**config.mk**
```make
export PLATFORM = sky130hd
export DESIGN_NAME = mc_ctrl_fsm_flat
export DESIGN_NICKNAME = d
export VERILOG_FILES = /design/src/rtl/mc_ctrl_fsm_if.sv /design/src/rtl/mc_ctrl_fsm.sv /design/src/flat_wrapper.sv
export SDC_FILE = /design/constraint.sdc
export NUM_CORES = 1
export LEC_CHECK = 0
export ABC_AREA = 1
export CAP_MARGIN = 5
export CELL_PAD_IN_SITES_DETAIL_PLACEMENT = 1
export CELL_PAD_IN_SITES_GLOBAL_PLACEMENT = 2
export CORE_MARGIN = 2
export CORE_UTILIZATION = 16
export CTS_CLUSTER_SIZE = 14
export DETAILED_ROUTE_END_ITERATION = 12
export PLACE_DENSITY_LB_ADDON = 0.3
export SLEW_MARGIN = 20
export SYNTH_ARGS = -nofsm -noshare
export SYNTH_HDL_FRONTEND = slang
export SYNTH_SLANG_ARGS = --single-unit
export TNS_END_PERCENT = 5
```
**constraint.sdc**
```tcl
create_clock -name clk -period 4.55 [get_ports clk]
set_clock_uncertainty 0.05 [all_clocks]
set_input_delay 1.1375 -clock clk [delete_from_list [all_inputs] [get_ports clk]]
set_output_delay 1.1375 -clock clk [all_outputs]
set_load 0.05 [all_outputs]
```
**src/rtl/mc_ctrl_fsm_if.sv**
```systemverilog
// mc_ctrl_fsm_if: controller-to-datapath/memory handshake bundle for the multi-cycle RV32I controller.
// master = controller side, slave = datapath/memory side.
interface mc_ctrl_fsm_if;
  logic [31:0] inst_code;
  logic        br_taken;
  logic        imem_ready;
  logic        dmem_ack;
  logic        imem_req;
  logic        ir_we;
  logic        pc_we;
  logic [1:0]  pc_sel;
  logic        dmem_req;
  logic        dmem_we;
  logic        reg_we;
  logic [1:0]  wb_sel;
  logic        alu_src;
  logic [1:0]  alu_op;
  logic        illegal;
  logic        mem_err;
  logic [2:0]  state;
  modport master (
    input  inst_code, br_taken, imem_ready, dmem_ack,
    output imem_req, ir_we, pc_we, pc_sel, dmem_req, dmem_we, reg_we, wb_sel,
           alu_src, alu_op, illegal, mem_err, state
  );
  modport slave (
    output inst_code, br_taken, imem_ready, dmem_ack,
    input  imem_req, ir_we, pc_we, pc_sel, dmem_req, dmem_we, reg_we, wb_sel,
           alu_src, alu_op, illegal, mem_err, state
  );
endinterface

```
**src/rtl/mc_ctrl_fsm.sv**
```systemverilog
// mc_ctrl_fsm: multi-cycle RV32I main controller (fetch/decode/exec/mem/wb).
// Only state and the MEM wait counter are registered; control outputs decode from them.
module mc_ctrl_fsm #(
  parameter int STALL_LIMIT = 16
) (
  input  logic          clk,
  input  logic          rst_n,
  mc_ctrl_fsm_if.master bus
);
  localparam int CW = (STALL_LIMIT > 2) ? $clog2(STALL_LIMIT) : 1;
  typedef enum logic [2:0] {
    FETCH  = 3'd0,
    DECODE = 3'd1,
    EXEC   = 3'd2,
    MEM    = 3'd3,
    WB     = 3'd4
  } state_t;
  typedef struct packed {
    logic       imem_req;
    logic       ir_we;
    logic       pc_we;
    logic [1:0] pc_sel;
    logic       dmem_req;
    logic       dmem_we;
    logic       reg_we;
    logic [1:0] wb_sel;
    logic       alu_src;
    logic [1:0] alu_op;
    logic       illegal;
    logic       mem_err;
  } ctrl_t;
  state_t        state_q, state_d;
  logic [CW-1:0] cnt_q, cnt_d;
  ctrl_t         ctl, ctl_g;
  logic [6:0]    opc;
  logic          is_r, is_i, is_ld, is_st, is_br, is_jal, is_jalr, legal;
  logic          unused_inst;
  assign opc         = bus.inst_code[6:0];
  assign unused_inst = ^bus.inst_code[31:7];
  assign is_r    = opc == 7'b0110011;
  assign is_i    = opc == 7'b0010011;
  assign is_ld   = opc == 7'b0000011;
  assign is_st   = opc == 7'b0100011;
  assign is_br   = opc == 7'b1100011;
  assign is_jal  = opc == 7'b1101111;
  assign is_jalr = opc == 7'b1100111;
  assign legal   = is_r | is_i | is_ld | is_st | is_br | is_jal | is_jalr;
  always_comb begin
    ctl     = '0;
    state_d = state_q;
    cnt_d   = cnt_q;
    if (state_q == EXEC || state_q == MEM || state_q == WB) begin
      ctl.alu_src = ~(is_r | is_br);
      ctl.alu_op  = is_br ? 2'b01 : (is_r | is_i) ? 2'b10 : 2'b00;
    end
    case (state_q)
      FETCH: begin
        ctl.imem_req = 1'b1;
        ctl.ir_we    = bus.imem_ready;
        state_d      = bus.imem_ready ? DECODE : FETCH;
      end
      DECODE: begin
        ctl.illegal = ~legal;
        ctl.pc_we   = ~legal;
        state_d     = legal ? EXEC : FETCH;
      end
      EXEC: begin
        ctl.pc_we  = is_br | is_jal | is_jalr;
        ctl.pc_sel = is_jalr ? 2'b10 : (is_jal | (is_br & bus.br_taken)) ? 2'b01 : 2'b00;
        ctl.reg_we = is_jal | is_jalr;
        ctl.wb_sel = (is_jal | is_jalr) ? 2'b10 : 2'b00;
        state_d    = (is_r | is_i) ? WB : (is_ld | is_st) ? MEM : FETCH;
        cnt_d      = '0;
      end
      MEM: begin
        if (bus.dmem_ack) begin
          ctl.dmem_req = 1'b1;
          ctl.dmem_we  = is_st;
          ctl.pc_we    = ~is_ld;
          state_d      = is_ld ? WB : FETCH;
        end else if (cnt_q == CW'(STALL_LIMIT - 1)) begin
          // Abort: request drops in the timeout cycle so the memory sees no new transfer.
          ctl.mem_err = 1'b1;
          ctl.pc_we   = 1'b1;
          state_d     = FETCH;
        end else begin
          ctl.dmem_req = 1'b1;
          ctl.dmem_we  = is_st;
          cnt_d        = cnt_q + CW'(1);
        end
      end
      WB: begin
        ctl.reg_we = 1'b1;
        ctl.pc_we  = 1'b1;
        ctl.wb_sel = is_ld ? 2'b01 : 2'b00;
        state_d    = FETCH;
      end
      default: state_d = FETCH;
    endcase
  end
  always_ff @(posedge clk or negedge rst_n) begin
    if (!rst_n) begin
      state_q <= FETCH;
      cnt_q   <= '0;
    end else begin
      state_q <= state_d;
      cnt_q   <= cnt_d;
    end
  end
  // Reset gates the decoded outputs so they drop without waiting for a clock.
  assign ctl_g        = rst_n ? ctl : '0;
  assign bus.imem_req = ctl_g.imem_req;
  assign bus.ir_we    = ctl_g.ir_we;
  assign bus.pc_we    = ctl_g.pc_we;
  assign bus.pc_sel   = ctl_g.pc_sel;
  assign bus.dmem_req = ctl_g.dmem_req;
  assign bus.dmem_we  = ctl_g.dmem_we;
  assign bus.reg_we   = ctl_g.reg_we;
  assign bus.wb_sel   = ctl_g.wb_sel;
  assign bus.alu_src  = ctl_g.alu_src;
  assign bus.alu_op   = ctl_g.alu_op;
  assign bus.illegal  = ctl_g.illegal;
  assign bus.mem_err  = ctl_g.mem_err;
  assign bus.state    = state_q;
endmodule
```
**src/flat_wrapper.sv**
```systemverilog
// flat-port wrapper written by rule: the top's interface ports become plain ports
module mc_ctrl_fsm_flat 
#(
  parameter int STALL_LIMIT = 16
)
  (clk, rst_n, bus_inst_code, bus_br_taken, bus_imem_ready, bus_dmem_ack, bus_imem_req, bus_ir_we, bus_pc_we, bus_pc_sel, bus_dmem_req, bus_dmem_we, bus_reg_we, bus_wb_sel, bus_alu_src, bus_alu_op, bus_illegal, bus_mem_err, bus_state);
  mc_ctrl_fsm_if bus_i ();
  input  logic clk;
  input  logic rst_n;
  input wire logic [$bits(bus_i.inst_code)-1:0] bus_inst_code;
  input wire logic [$bits(bus_i.br_taken)-1:0] bus_br_taken;
  input wire logic [$bits(bus_i.imem_ready)-1:0] bus_imem_ready;
  input wire logic [$bits(bus_i.dmem_ack)-1:0] bus_dmem_ack;
  output wire logic [$bits(bus_i.imem_req)-1:0] bus_imem_req;
  output wire logic [$bits(bus_i.ir_we)-1:0] bus_ir_we;
  output wire logic [$bits(bus_i.pc_we)-1:0] bus_pc_we;
  output wire logic [$bits(bus_i.pc_sel)-1:0] bus_pc_sel;
  output wire logic [$bits(bus_i.dmem_req)-1:0] bus_dmem_req;
  output wire logic [$bits(bus_i.dmem_we)-1:0] bus_dmem_we;
  output wire logic [$bits(bus_i.reg_we)-1:0] bus_reg_we;
  output wire logic [$bits(bus_i.wb_sel)-1:0] bus_wb_sel;
  output wire logic [$bits(bus_i.alu_src)-1:0] bus_alu_src;
  output wire logic [$bits(bus_i.alu_op)-1:0] bus_alu_op;
  output wire logic [$bits(bus_i.illegal)-1:0] bus_illegal;
  output wire logic [$bits(bus_i.mem_err)-1:0] bus_mem_err;
  output wire logic [$bits(bus_i.state)-1:0] bus_state;
  assign bus_i.inst_code = bus_inst_code;
  assign bus_i.br_taken = bus_br_taken;
  assign bus_i.imem_ready = bus_imem_ready;
  assign bus_i.dmem_ack = bus_dmem_ack;
  assign bus_imem_req = bus_i.imem_req;
  assign bus_ir_we = bus_i.ir_we;
  assign bus_pc_we = bus_i.pc_we;
  assign bus_pc_sel = bus_i.pc_sel;
  assign bus_dmem_req = bus_i.dmem_req;
  assign bus_dmem_we = bus_i.dmem_we;
  assign bus_reg_we = bus_i.reg_we;
  assign bus_wb_sel = bus_i.wb_sel;
  assign bus_alu_src = bus_i.alu_src;
  assign bus_alu_op = bus_i.alu_op;
  assign bus_illegal = bus_i.illegal;
  assign bus_mem_err = bus_i.mem_err;
  assign bus_state = bus_i.state;
  mc_ctrl_fsm #(.STALL_LIMIT(STALL_LIMIT)) u_core (.clk(clk), .rst_n(rst_n), .bus(bus_i));
endmodule
```
* Word level (Yosys, flattened, before mapping)
Cells that the tools add are included.
** Cells by class
- Add/sub/neg operators :: 1
- Reductions and logical operators :: 5
- Bitwise gates (word level) :: 16
- Equal/unequal tests :: 15
- Multiplexer cells :: 31
** Operators with widths (number)
- $mux 2 :: 11
- $eq 7x7->1 const B :: 3
- $mux 15 :: 1
- $mux 3 :: 5
- $eq 7x6->1 const B :: 2
- $or 1x1->1 :: 12
- $pmux 3 s4 :: 1
- $mux 1 :: 8
- $mux 4 :: 2
- $pmux 4 s2 :: 1
- $eq 7x2->1 const B :: 1
- $eq 7x5->1 const B :: 1
- $eq 3x2->1 const B :: 2
- $pmux 3 s2 :: 1
- $add 4x1->4 const B :: 1
- $eq 4x4->1 const B :: 1
- $ne 2x2->1 const B :: 2
- $pmux 1 s4 :: 1
- $eq 3x1->1 const B :: 1
- $eq 3x3->1 const B :: 1
- $logic_not 3->1 :: 1
- $ne 3x3->1 const B :: 1
- $not 1->1 :: 3
- $reduce_and 3->1 :: 1
- 3 further kinds :: 4
** Word-level totals
- Output and inout bits :: 18
- Input bits :: 37
- Bits in registers :: 7
- Logic and storage cells :: 70

* Longest topological paths before layout
- Depth in word-level cells :: 10
- Gate-level depth with buffers :: 9
- Mapped depth without buffers :: 9

* Least setup slack after synthesis
OpenSTA, ideal clock, no wires.
- Kind :: input -> output
- From :: in bus_inst_code[1]
- To :: out bus_wb_sel[0]
- Path slack :: 0.468 ns
- Buffers on the path :: 0
- Arrival :: 2.895 ns
- Data required time :: 3.363 ns
- Cell stages on the path :: 4
- Path through :: nand2_1 -> inv_2 -> nand3_2 -> nor4_1
** Between the ends
- Cells in the longest elaborated chain, start to end :: 4
** Ends and longest elaborated chain
- from (decl) :: RTL line flat_wrapper.sv:10 : input wire logic [$bits(bus_i.inst_code)-1:0] bus_inst_code;
- $eq 7x2->1 :: RTL line mc_ctrl_fsm.sv:42 : assign is_ld = opc == 7'b0000011;
- $mux 1 :: RTL line mc_ctrl_fsm.sv:95 : ctl.wb_sel = is_ld ? 2'b01 : 2'b00;
- $pmux 3 s2 :: RTL line mc_ctrl_fsm.sv:56 : case (state_q)
- $mux 15 :: RTL line mc_ctrl_fsm.sv:111 : assign ctl_g = rst_n ? ctl : '0;
- to (decl) :: RTL line flat_wrapper.sv:21 : output wire logic [$bits(bus_i.wb_sel)-1:0] bus_wb_sel;
Every way passes these cells.

* Worst setup path after layout
- From :: in bus_inst_code[5]
- To :: out bus_reg_we
** Between the ends
- Cells in the longest elaborated chain, start to end :: 4
- Elaborated cells between the ends (all ways) :: 5
- Classes of those cells :: eq/ne (2); mux (2); bitwise (1)
** Ends and longest elaborated chain
- $eq 7x7->1 (on tied branches) :: RTL line mc_ctrl_fsm.sv:45, mc_ctrl_fsm.sv:46
- $or 1x1->1 (*) :: RTL line mc_ctrl_fsm.sv:70 : ctl.reg_we = is_jal | is_jalr;
- $pmux 3 s2 (*) :: RTL line mc_ctrl_fsm.sv:56
- $mux 15 (*) :: RTL line mc_ctrl_fsm.sv:111
- to (decl) :: RTL line flat_wrapper.sv:20 : output wire logic [$bits(bus_i.reg_we)-1:0] bus_reg_we;
Mark *: on every way between the ends. The rest lies on a longest branch, timed or not.

==> results.cfg <==
[status]
outcome = complete, no violations

[synthesis]
synth_flop_cell = dfrtp_1
yosysUniqueCellTypes = 27
netlist_area_sq_um = 683.2
ys_seq_area_share_pct = 25.64
ys_seq_elements = 7
syn_nets = 140
yosys_warnings = 0
synth_edf_count = 0
syn_area_per_cell_sq_um = 6.698
synth_async_sr_flop_share_pct = 100.0
synthCells = 102

[sta]
post-route-period-util_pct = 85.47
relSlewSlack_pct = 66.18
setup_tns_ps = 0
tightest_slew_ps = 505.7
max_freq_mhz = 257.2
finalCriticalPeriod_ps = 3889
setup_viol = 0
finalHoldViolCount = 0
setup_ws_ps = 661.2
rsz0062_at_grt = false
drv_slew = 0

[floorplan]
ios = 55
initial_core_util_pct = 16.84
dieArea_sq_mm = 0.004809
rows = 23
die_h_microns = 69.35
die_w_microns = 69.35
core_sq_mm = 0.004058

[routing]
drcViolationCount = 0
final_antenna_net_count = 0
vias = 787
avgViaCountPerCell = 4.231
avgRoutedWirePerCell_microns = 11.39
first_iter_violations = 19
routed_wirelength_microns = 2119
first_pass_iters = 4

[place]
dp_hpwl_microns = 1817
gp_congestion = 0.6955
place_inst = 182
placed_cell_area_sq_mm = 0.001006
port_buffers = 29
dp_slack_ps = 648.4

[clock_network]
clk_pin_slew_ps = 40
numCtsBuffers = 3
cts_tree = built
cts-hold-fix-buffers = 0
root_buffer = clkbuf_8
clock_sinks = 7
clk_latency_ps = 220
cts_setup_buffers = 0
cts.path.max_buffers = 2
htree_num_levels = 1
ctsResizeCount = 0

[power]
power.share.combinational_pct = 24.9
power_switching_share_pct = 29.75
pwr-share-clk_pct = 41.4
power.switching_uw = 61.56
seqPwrFrac_pct = 33.6
p_total_uw = 206.9
peakVddDrop_v = 0.00006990
power.internal_uw = 145.4
power.leakage_uw = 0.0004965
power.density_mw_per_mm2 = 196.9

[job]
maxCapViolCount = 0

[finish]
drive_gt1_share_pct = 24.26
antenna_cells = 0
fin_nets = 175
finalNonFillerCells = 186
fin_area_sq_mm = 0.001051
layout_common_cells = 18 x nor2_1, 18 x nand2_1, 16 x inv_1, 16 x buf_4, 14 x clkdlybuf4s50_1
syn_to_final_growth_pct = 53.85

[critical_path]
cp_max_fo = 7
critPathCaptureType = output pin
required_ps = 3360
worst_setup_path_start_kind = primary input
critPathKind = primary input to output pin
cp.arrival_ps = 2700
reg2reg_depth = 6

[global_route]
antenna_found_initial = 0
grt_pass1_vias = 855
grt_pass1_wl_microns = 3939
grt-ovfl-total = 0
gr-usage-all-layers_pct = 9.640
grt_max_degree = 10

[min_path]
whs_path_depth = 1
hold_class = register to register
cell families (layout without fill, tap and decap cells):
| kind of cell | Yosys count | in the layout | share of synthesized area (%) |
|---|---|---|---|
| AO/OA/AOI/OAI | 10 | 10 | 11.17 |
| XOR/XNOR | 1 | 1 | 1.282 |
| adder cells (fa/ha/maj) | 1 | 1 | 1.831 |
| buffers and inverters | 18 | 52 | 9.891 |
| flip-flops | 7 | 7 | 25.64 |
| AND/OR/NAND/NOR | 65 | 65 | 50.18 |
cells in the mapped netlist, drive strengths merged (2+ instances only):
library cell | n | share of area [%]
nor2 | 22 | 15
nand2 | 20 | 12
inv | 18 | 9.9
nand3 | 12 | 11
dfrtp | 7 | 26
nor3 | 5 | 4.4
a21oi | 3 | 2.2
nor4 | 3 | 4.9
and3 | 2 | 1.8
layer usage:
layer | part of all wire (%) | wire, microns | global-route usage (%) | vias up
li1 | - | - | - | 405
met4 | 1.0 | 22 | 2.614 | 0
met1 | 46 | 984 | 12.85 | 360
met2 | 47 | 995 | 15.92 | 20
met5 | 0 | 0 | 0 | -
met3 | 5.5 | 116 | 1.744 | 2
worst max-delay path, stage by stage:
cell and delay (ps):
clkdlybuf4s50_1 580, nand2_1 80, nor2_1 220, nand4_1 180, inv_1 100, nor2_1 60
o21ai_1 130, buf_4 210
state kept, by name, indices dropped and copies added, names as in the netlist:
register,count
u_core.bus.state,3
u_core.cnt_q,4
power by group through the flow:
stage	combinational, uW	clock, uW	sequential (uW)
after floorplan	25.4	0	72.7
final	51.6	85.7	69.6
after global routing	56.4	94.9	70.2
after global placement	51.6	0	70.2
after detailed placement	52.2	0	70.5
after CTS	52.6	89.5	69.7
final timing paths:
check,slack (ps),end,start
worst max-delay path,660,bus_reg_we,bus_inst_code[5]
worst min-delay path,460,u_core.cnt_q[0],u_core.cnt_q[0]
worst max register to register,3040,u_core.cnt_q[1],u_core.cnt_q[0]
worst min register to register,460,u_core.cnt_q[0],u_core.cnt_q[0]
max in group asynchronous,2890,u_core.bus.state[0],rst_n
min in group asynchronous,1160,u_core.cnt_q[2],rst_n
stage by stage:
stage	utilization (%)	hold WS [ps]
after global routing	25.90	489.1
after floorplan	-	420.2
after detailed placement	24.79	467.7
final	25.90	463.6
after global placement	24.79	437.9
after CTS	25.90	472.2
layout make-up:
cell class | instances | area, sq um
timing repair buffer | 30 | 260.3
clock buffer | 4 | 45.04
inverter | 18 | 67.56
tap | 50 | 62.56
fill | 507 | 3007
sequential | 7 | 175.2
multi-input combinational | 77 | 440.4
(Power assumes the default switching activity.)
